`config.mk`:
```
export PLATFORM = sky130hd
export DESIGN_NAME = uart_tx
export DESIGN_NICKNAME = d
export VERILOG_FILES = /design/src/rtl/uart_tx.sv
export SDC_FILE = /design/constraint.sdc
export NUM_CORES = 1
export LEC_CHECK = 0
export ABC_AREA = 0
export BUFFER_PORTS_ARGS = -buffer_cell sky130_fd_sc_hd__buf_2
export CORE_ASPECT_RATIO = 1.5
export CORE_MARGIN = 2
export CORE_UTILIZATION = 30
export CTS_CLUSTER_DIAMETER = 100
export DETAILED_ROUTE_END_ITERATION = 6
export SLEW_MARGIN = 5
export SYNTH_ARGS = -nofsm -noshare
export SYNTH_HDL_FRONTEND = slang
export SYNTH_SLANG_ARGS = --single-unit
```
`constraint.sdc`:
```
create_clock -name clk -period 5.6 [get_ports clk]
set_clock_uncertainty 0.05 [all_clocks]
set_input_delay 0.84 -clock clk [delete_from_list [all_inputs] [get_ports clk]]
set_output_delay 0.84 -clock clk [all_outputs]
set_load 0.01 [all_outputs]
```
`src/rtl/uart_tx.sv`:
```
// rtl/uart_tx.sv - tick-paced async-serial transmitter with valid/ready word input
module uart_tx #(
    parameter int N             = 8,
    parameter int TICKS_PER_BIT = 1,
    parameter int STOP_BITS     = 1
) (
    input  logic         clk,
    input  logic         rst,
    input  logic         tick,
    input  logic [N-1:0] i_data,
    input  logic         i_valid,
    output logic         o_ready,
    output logic         tx,
    output logic         busy
);

    localparam int BW = $clog2(N + 1);

    typedef enum logic [1:0] {
        IDLE  = 2'd0,
        START = 2'd1,
        DATA  = 2'd2,
        STOP  = 2'd3
    } state_t;

    state_t         state, state_n;
    logic [N-1:0]   shift_reg, shift_n;
    logic [BW-1:0]  bit_count, bit_n;
    logic [7:0]     tick_count, tick_n;
    logic           tx_n;
    logic           bit_end;

    assign o_ready = (state == IDLE);
    assign busy    = !o_ready;
    assign bit_end = tick && (tick_count == 8'(TICKS_PER_BIT - 1));

    always_ff @(posedge clk or posedge rst) begin
        if (rst) begin
            state      <= IDLE;
            shift_reg  <= '0;
            bit_count  <= '0;
            tick_count <= '0;
            tx         <= 1'b1;
        end else begin
            state      <= state_n;
            shift_reg  <= shift_n;
            bit_count  <= bit_n;
            tick_count <= tick_n;
            tx         <= tx_n;
        end
    end

    always_comb begin
        state_n = state;
        shift_n = shift_reg;
        bit_n   = bit_count;
        tick_n  = tick_count;
        case (state)
            IDLE: begin
                // Ticks are ignored here; a tick on the accept edge is dropped by the clear.
                if (i_valid) begin
                    shift_n = i_data;
                    bit_n   = '0;
                    tick_n  = '0;
                    state_n = START;
                end
            end
            default: begin
                if (bit_end) begin
                    tick_n = '0;
                    case (state)
                        START: begin
                            state_n = DATA;
                            bit_n   = '0;
                        end
                        DATA: begin
                            shift_n = shift_reg >> 1;
                            if (bit_count == BW'(N - 1)) begin
                                state_n = STOP;
                                bit_n   = '0;
                            end else begin
                                bit_n = bit_count + 1'b1;
                            end
                        end
                        default: begin
                            if (bit_count == BW'(STOP_BITS - 1)) begin
                                state_n = IDLE;
                                bit_n   = '0;
                            end else begin
                                bit_n = bit_count + 1'b1;
                            end
                        end
                    endcase
                end else if (tick) begin
                    tick_n = tick_count + 8'd1;
                end
            end
        endcase
    end

    // tx is derived from the next state so the line changes on the same edge as the state.
    always_comb begin
        tx_n = 1'b1;
        case (state_n)
            START:   tx_n = 1'b0;
            DATA:    tx_n = shift_n[0];
            default: tx_n = 1'b1;
        endcase
    end

endmodule

```
==> results of run 1 <==
## worst paths after layout
path,to,start,slack (ns),cells after the start
setup / recovery,busy,state[0],2.97,4
hold / removal,shift_reg[6],shift_reg[6],0.45,1
setup reg to reg,shift_reg[4],state[0],3.23,7
hold reg to reg,shift_reg[6],shift_reg[6],0.45,1
max in group asynchronous,tick_count[6],rst,4.26,2
min in group asynchronous,bit_count[3],rst,0.70,2
## critical path, delay by kind of cell, from the launching register on
| family | cells | cell delay (ns) |
|---|---|---|
| adder cells (fa/ha/maj) | 1 | 0.51 |
| buffers and inverters | 3 | 0.59 |
| flip-flops | 1 | 0.37 |
## cell families after synthesis
logic type | share of synthesized area
flops | 0.4386
buf+inv | 0.03996
fa+ha+maj | 0.05709
simple gates | 0.2246
compound gates | 0.1884
xor+xnor | 0.02664
mux | 0.02474
## power by group
group | total, mW | switching, mW | internal [mW]
logic | 0.341 | 0.199 | 0.142
clock network | 0.106 | 0.0547 | 0.0508
registers | 0.267 | 0.0435 | 0.223
## through the flow
step	worst slack [ns]	util
finish	2.975	0.3499
global route	2.848	0.3499
CTS	2.956	0.3499
detailed placement	3.154	0.3392
global placement	3.183	0.3392
floorplan	3.434	-
## cell type report
| cell class | count | area [um2] |
|---|---|---|
| Fill cell | 442 | 2736 |
| Sequential cell | 23 | 576.8 |
| Tap cell | 46 | 57.56 |
| Clock buffer | 4 | 45.04 |
| Inverter | 10 | 37.54 |
| Multi-Input combinational cell | 101 | 685.7 |
| Timing Repair Buffer | 14 | 70.07 |
## layer usage
layer	up-vias	track usage	routed length, um
li1	525	-	-
met1	541	0.1453	1200
met2	19	0.2448	1528
met3	2	0.03049	120
met4	0	0.02114	6
met5	-	0	0
## placed cells by master (no fill, tap or decap), types with 4 or more instances in the layout
cell and count:
dfrtp_1 22, nand2_1 17, buf_2 14, nand3_1 10, nor2_1 10, inv_1 10, ha_1 6, o22a_1 5
o21a_1 5, o21ai_0 4, o21ai_1 4, xor2_1 4
==> summary.txt, run 1 <==
Yosys cell types -> 39
Worst-skew pair later-pin latency -> 0.27 ns
Die area -> 0.004940 mm2
Max-slew violations -> 0
Final instance area -> 0.001473 mm2
Worst-path maximum fanout -> 15
Post-Syn Instances -> 137
Hold_ws -> 0.4468 ns
First-pass GRT wire length -> 5119 um
Synth top area cells -> dfrtp_1 42%, ha_1 5.7%, nand2_1 4.9%
Worst Tran Pin Value -> 0.8873 ns
Largest net degree at the start of global routing -> 24
Peak supply drop -> 267.8 uV
Final GP Congestion -> 0.7571
Status -> finished, final reports clean
Seq/Total Area, Yosys -> 0.4386
Flops & latches, synth -> 23
Top_reg_cell synth -> dfrtp_1
Async S/R FF share, synth -> 1.000
Slowest cell on the critical path -> ha_1
CTS tree -> yes
WL final -> 2856 um
Placement Cell Area -> 0.001428 mm2
Port Buffer Count -> 14
Pwr/cell area -> 484.0 mW/mm2
Placed insts -> 194
GRT overflow -> 0
# DRC -> 0
Kind of critical path -> flip-flop to output pin
CTS Buffer Depth -> 2
Pleak -> 0.6604 nW
Initial Util -> 0.3124
Post-DP HPWL -> 2156 um
Final min period -> 2.625 ns
Clock sink count -> 23
RSZ-0062 raised after global routing -> no
Synth cell count leaders -> 22 x dfrtp_1, 17 x nand2_1, 10 x inv_1, 10 x nand3_1, 10 x nor2_1
Number of placement rows -> 29
Area grow syn2layout -> 11.99%
Tot Pwr -> 0.7127 mW
Slew margin rel. -> 0.4078
Critical Path Sink Type -> output pin
Most frequent cell after synthesis -> dfrtp_1
Achievable Freq -> 0.3809 GHz
Post-CTS Setup Bufs -> 0
DR pass1 iterations -> 4
Mean area per synthesized cell -> 9.599 um2
CTS clk-pin slew, worst paths -> 0.08 ns
Vias in the first global route -> 1186
Yosys top cell area share -> 0.4186
Antenna fix cells -> 0
Share of layout cells above drive strength 1 -> 0.1579
TritonCTS buffer count -> 3
Mapped Area -> 0.001315 mm2
Worst Path Arrival -> 1.74 ns
H-tree lvl count -> 1
CP startpoint kind -> flip-flop
Number of vias per cell -> 5.490
Synth warnings -> 0
Most frequent CP cell -> inv_1
Mapped Nets -> 155
Post-synth EDFFs -> 0
Final non-filler cell total -> 198
I/O pin total -> 15
Period utilisation layout -> 0.4688
Area leader, netlist -> dfrtp_1
Antenna violations before repair -> 0
Final Setup Violations -> 0
Via Count -> 1087
Final Hold Viols -> 0
Die Ht -> 85.09 um
Core Region -> 0.004209 mm2
Wire length per cell -> 14.42 um
GR Util All Layers -> 0.1295
Nets -> 171
Resize count post-CTS -> 0
CP peak stage delay -> 0.51 ns
Hold Crit Class -> flip-flop to flip-flop
Max cap viols -> 0
Post-DRT Antenna Nets -> 0
Drt initial violations -> 30
Hold Buf Count CTS -> 0
Clock root cell -> clkbuf_8
Total Neg Setup Slack -> 0 ns
Crit path cell chain -> inv_1 > ha_1 > inv_1 > buf_2
CP required -> 4.71 ns
Die X -> 58.06 um
No activity file was read; power rests on OpenSTA's default activity.
==> run 2: changes to the inputs <==
--- a/config.mk
+++ b/config.mk
@@ -5,7 +5,7 @@
 export SDC_FILE = /design/constraint.sdc
 export NUM_CORES = 1
 export LEC_CHECK = 0
-export ABC_AREA = 0
+export ABC_AREA = 1
 export BUFFER_PORTS_ARGS = -buffer_cell sky130_fd_sc_hd__buf_2
 export CORE_ASPECT_RATIO = 1.5
 export CORE_MARGIN = 2
==> constraint.sdc (replaced) <==
create_clock -name clk -period 2.2 [get_ports clk]
set_clock_uncertainty 0.05 [all_clocks]
set_input_delay 0.33 -clock clk [delete_from_list [all_inputs] [get_ports clk]]
set_output_delay 0.33 -clock clk [all_outputs]
set_load 0.01 [all_outputs]
==> run 2 against run 1 <==
  * Largest power group unchanged
  * Synthesized cell count rose by 31%
  * Critical path depth is the same
  * Global-route usage increased by 0.25 points
  * Synthesized area rose by 3.3%
==> summary.txt, run 2 <==
Total Neg Setup Slack -> 0 ns
Final non-filler cell total -> 246
H-tree lvl count -> 1
GRT overflow -> 0
Filler cell count -> 475
Period utilisation layout -> 0.8271
Drt initial violations -> 30
Synth cell count leaders -> 50 x nand2_1, 23 x nand3_1, 22 x dfrtp_1, 18 x inv_1, 14 x nor2_1
# DRC -> 0
Worst-skew pair later-pin latency -> 0.27 ns
Area leader, netlist -> dfrtp_1
Worst Tran Pin Value -> 0.3061 ns
Tot Pwr -> 1.895 mW
Top_reg_cell synth -> dfrtp_1
Final instance area -> 0.001544 mm2
Synth top area cells -> dfrtp_1 41%, nand2_1 14%, nand3_1 8.5%
Largest net degree at the start of global routing -> 24
Max-slew violations -> 0
Post-CTS Setup Bufs -> 0
Pwr/cell area -> 1227 mW/mm2
Worst Path Arrival -> 1.44 ns
Placed insts -> 242
Status -> finished, final reports clean
Final min period -> 1.820 ns
Antenna fix cells -> 0
Achievable Freq -> 0.5496 GHz
First-pass GRT wire length -> 5140 um
I/O pin total -> 15
Number of placement rows -> 30
WL met2 -> 1603 um
Slew margin rel. -> 0.7959
CTS Buffer Depth -> 2
Placement Cell Area -> 0.001499 mm2
Post-synth EDFFs -> 0
Hold Crit Class -> input port to async pin
Mapped Area -> 0.001359 mm2
CTS tree -> yes
Most frequent cell after synthesis -> nand2_1
Hold_ws -> 0.03155 ns
RSZ-0062 raised after global routing -> no
Yosys cell types -> 28
R2r worst-path depth -> 7
Die X -> 58.95 um
CTS clk-pin slew, worst paths -> 0.08 ns
TritonCTS buffer count -> 3
WL final -> 2962 um
Kind of critical path -> flip-flop to output pin
Post-DRT Antenna Nets -> 0
Antenna violations before repair -> 0
CP startpoint kind -> flip-flop
Die Ht -> 86.43 um
Resize count post-CTS -> 0
Clock root cell -> clkbuf_8
Vias in the first global route -> 1187
Final Setup Violations -> 0
Final GP Congestion -> 0.8344
Mean area per synthesized cell -> 7.591 um2
Nets -> 217
Synth warnings -> 0
CP required -> 1.82 ns
Core Region -> 0.004429 mm2
Mapped Nets -> 197
Critical Path Sink Type -> output pin
Via Count -> 1169
Most common cell after layout, fill and taps aside -> nand2_1
Top Layer Used -> met4
Number of vias per cell -> 4.752
Wire length per cell -> 12.04 um
Area grow syn2layout -> 13.63%
Pleak -> 0.7972 nW
Most frequent cells in the layout -> 50 x nand2_1, 23 x nand3_1, 22 x dfrtp_1
Die area -> 0.005095 mm2
Initial Util -> 0.3068
Share of layout cells above drive strength 1 -> 0.1970
Post-DP HPWL -> 2310 um
Wire length on met3 -> 68 um
Seq/Total Area, Yosys -> 0.4245
DR pass1 iterations -> 4
GR Util All Layers -> 0.1320
Yosys top cell area share -> 0.4052
Final Hold Viols -> 0
Max cap viols -> 0
Port Buffer Count -> 14
Async S/R FF share, synth -> 1.000
Metal-1 WL -> 1220 um
Flops & latches, synth -> 23
Hold Buf Count CTS -> 0
Post-Syn Instances -> 179
Clock sink count -> 23
Worst-path maximum fanout -> 10
Peak supply drop -> 540.2 uV
run 2: cell count changes after synthesis, moves of 4 or more:
cell,before,now
nand3_1,10,23
inv_2,0,7
inv_1,10,18
nand2_1,17,50
nor2_1,10,14
o22a_1,5,0
o21a_1,5,0
a21oi_1,3,9
run 2: area by class of cell:
type / instances / area, um2 / area share
multi-input combinational: 130 / 683.2 / 0.4425
sequential: 23 / 576.8 / 0.3736
inverter: 25 / 93.84 / 0.06078
timing repair buffer: 16 / 85.08 / 0.05511
tap: 48 / 60.06 / 0.03890
clock buffer: 4 / 45.04 / 0.02917
run 2: logic make-up (layout without fill, tap and decap cells):
| family | Yosys count | count (layout) | share of synthesized area |
|---|---|---|---|
| fa+ha+maj | 6 | 6 | 0.05525 |
| simple gates | 104 | 104 | 0.3582 |
| compound gates | 19 | 19 | 0.08287 |
| buf+inv | 26 | 45 | 0.07274 |
| xor+xnor | 1 | 1 | 0.006447 |
| flops | 23 | 23 | 0.4245 |
run 2: power by group:
| group | internal, mW | total, mW | leakage [nW] | switching, mW |
|---|---|---|---|---|
| Sequential | 0.586 | 0.694 | 0.294 | 0.108 |
| Clock | 0.130 | 0.273 | 0.0228 | 0.143 |
| Combinational | 0.319 | 0.928 | 0.480 | 0.610 |
| Total | 1.03 | 1.89 | 0.797 | 0.860 |
run 2: routing by layer:
metal  track usage  vias to the layer above
met5             0                        -
met4       0.06198                        0
met3       0.01940                        7
met2        0.2444                       21
met1        0.1415                      528
li1              -                      613
run 2: worst paths after layout:
kind | startpoint | end | slack [ns]
worst max-delay path | state[0] | busy | 0.38
worst min-delay path | rst | shift_reg[5] | 0.03
worst max register to register | state[0] | tick_count[3] | 0.43
worst min register to register | shift_reg[7] | shift_reg[7] | 0.43
max in group asynchronous | rst | tx | 1.78
min in group clk | i_data[7] | shift_reg[7] | 0.21
run 2: per-stage QoR:
step,utilization,setup slack [ns]
after floorplan,-,0.5622
after global routing,0.3486,0.2475
after detailed placement,0.3384,0.4332
after global placement,0.3384,0.4267
after CTS,0.3486,0.3945
final,0.3486,0.3804
run 2: critical path, cell delays in order (launching register included):
cell	delay (ns)
dfrtp_1	0.39
inv_1	0.10
ha_1	0.34
inv_2	0.17
buf_2	0.18
==> run 3: changes to the inputs <==
==> constraint.sdc (replaced) <==
create_clock -name clk -period 1.5 [get_ports clk]
set_clock_uncertainty 0.05 [all_clocks]
set_input_delay 0.225 -clock clk [delete_from_list [all_inputs] [get_ports clk]]
set_output_delay 0.225 -clock clk [all_outputs]
set_load 0.01 [all_outputs]
==> run 3 against run 2 <==
  * The flow now finishes with violations (negative setup slack)
  * Sequential cell count is the same
  * Die area stayed put
  * Critical path depth increased by 5
  * Register-to-register slack got worse by 0.44 ns
  * Largest power group unchanged
  * Non-clock buffer count grew 32
  * Sequential share of layout area shrank 8.0 points
  * Routed wire length up 14%
  * Clock power up 46%
  * Clock-buffer cell count is the same
  * Largest cell class unchanged
  * First-iteration DRC count shrank 10%
  * Cell count increased by 13%
  * Via count is 12% higher
==> summary.txt, run 3 (synthesized netlist as in run 2, its figures left out) <==
Via Count -> 1312
Post-DP HPWL -> 2450 um
Max cap viols -> 0
First-pass GRT wire length -> 5775 um
Drt initial violations -> 27
# DRC -> 0
Port Buffer Count -> 14
Worst setup margin -> -0.009892 ns
Area of the multi-input gates -> 825.8 um2
GR Util All Layers -> 0.1464
Pleak -> 0.9976 nW
Kind of cell adding the most delay to the critical path -> simple AND/OR/NAND/NOR gates
Worst-path maximum fanout -> 7
Crit path cell chain -> inv_2 > ha_4 > nand2_4 > nor2_4 > nand2_4 > nor2_4 > a21oi_4 > nand2_1 > nand3_1
Status -> finished with violations
Filler cell count -> 465
H-tree lvl count -> 1
Share of layout cells above drive strength 1 -> 0.4043
Vias in the first global route -> 1359
Core Region -> 0.004429 mm2
Pwr/cell area -> 1874 mW/mm2
Area grow syn2layout -> 44.57%
I/O pin total -> 15
Critical Path Sink Type -> flip-flop
Total Neg Setup Slack -> -0.04195 ns
Worst Tran Pin Value -> 0.3195 ns
Final min period -> 1.510 ns
Most common cell after layout, fill and taps aside -> nand2_1
Number of placement rows -> 30
Number of vias per cell -> 4.719
Max-slew violations -> 0
TritonCTS buffer count -> 3
CP peak stage delay -> 0.40 ns
Buf+Inv Stages, Crit Path -> 1
Final Hold Viols -> 0
Achievable Freq -> 0.6623 GHz
CP required -> 1.61 ns
Clock sink count -> 23
Initial Util -> 0.3068
DR pass1 iterations -> 4
Post-DRT Antenna Nets -> 0
Antenna fix cells -> 0
CTS tree -> yes
Register Area -> 576.8 um2
CTS clk-pin slew, worst paths -> 0.09 ns
Final GP Congestion -> 0.8111
Wire length per cell -> 12.10 um
GRT overflow -> 0
Most frequent cells in the layout -> 44 x nand2_1, 29 x buf_4, 22 x dfrtp_1
Pre-CTS setup slack -> -0.1028 ns
Slowest cell on the critical path -> dfrtp_1
CTS Buffer Depth -> 2
Final Setup Violations -> 7
Hold Crit Class -> input port to flip-flop
Worst Path Arrival -> 1.62 ns
Period utilisation layout -> 1.007
Largest net degree at the start of global routing -> 24
Die Ht -> 86.43 um
Worst-skew pair later-pin latency -> 0.27 ns
RSZ-0062 raised after global routing -> yes
Failing checks -> negative setup slack
Die X -> 58.95 um
Peak supply drop -> 1078 uV
Clock root cell -> clkbuf_8
Nets -> 249
Antenna violations before repair -> 0
Die area -> 0.005095 mm2
Kind of critical path -> flip-flop to flip-flop
Slew margin rel. -> 0.7870
CP startpoint kind -> flip-flop
WL final -> 3364 um
==> run 3: cell types whose count changed in the layout (fill, tap and decap cells not counted), moves of 3 or more <==
cell	before	now
nand2_4	1	5
inv_2	7	10
nand3_1	23	19
inv_1	18	14
a21oi_1	9	6
nor2_4	2	5
buf_4	2	29
nand2_1	50	44
a21oi_2	0	3
buf_6	0	4
==> run 3: repair_timing <==
action,4_1_cts,5_1_grt
pin swaps,11,11
gates resized for setup,19,21
hold endpoints to repair,22,0
hold buffers,1,0
buffers inserted,6,2
setup endpoints to repair,18,21
==> run 3: final timing paths <==
check,startpoint,end,slack [ns],depth (start not counted)
worst max-delay path,tick_count[0],shift_reg[2],-0.01,9
worst min-delay path,i_data[7],shift_reg[7],0.11,3
worst max register to register,tick_count[0],shift_reg[2],-0.01,9
worst min register to register,shift_reg[1],shift_reg[1],0.44,2
max in group asynchronous,rst,tx,0.62,4
min in group asynchronous,rst,bit_count[3],0.49,4
==> run 3: per-stage QoR <==
stage	area [um2]	instances	util	hold WS [ns]	power, mW
2_1_floorplan	1376	179	-	0.1762	2.107
3_3_place_gp	1687	265	0.3808	0.2405	2.810
3_5_place_dp	1687	265	0.3808	0.2505	2.826
4_1_cts	1867	276	0.4215	0.09898	3.520
5_1_grt	1964	278	0.4435	0.1060	3.997
6_report	1964	278	0.4435	0.1058	3.682
==> run 3: layout make-up <==
cell class,instances,share of cell area
flip-flops and latches,23,0.2936
inverters,25,0.05032
well taps,48,0.03057
repair buffers,48,0.1822
clock buffers,4,0.02293
multi-input cells,130,0.4204
==> run 3: metal layers <==
metal  GRT usage  vias to the layer above  wire [um]
met5           0                        -          0
met4     0.04339                        0         42
met3     0.01791                        5         53
met2      0.2838                       14       1895
met1      0.1589                      615       1374
li1            -                      678          -
==> run 3: report_power, final <==
| part | internal (mW) | switching (mW) | total, mW | leakage (nW) |
|---|---|---|---|---|
| registers | 0.860 | 0.149 | 1.01 | 0.294 |
| clock network | 0.190 | 0.208 | 0.398 | 0.0228 |
| logic | 1.07 | 1.21 | 2.27 | 0.680 |
| total | 2.11 | 1.57 | 3.68 | 0.998 |
==> run 3: worst reg2reg max path, delay by kind of cell, from the launching register on <==
family / cells / cell delay (ns)
AO/OA/AOI/OAI: 1 / 0.11
adder cells (fa/ha/maj): 1 / 0.14
buffers and inverters: 1 / 0.08
flip-flops: 1 / 0.40
AND/OR/NAND/NOR: 6 / 0.61
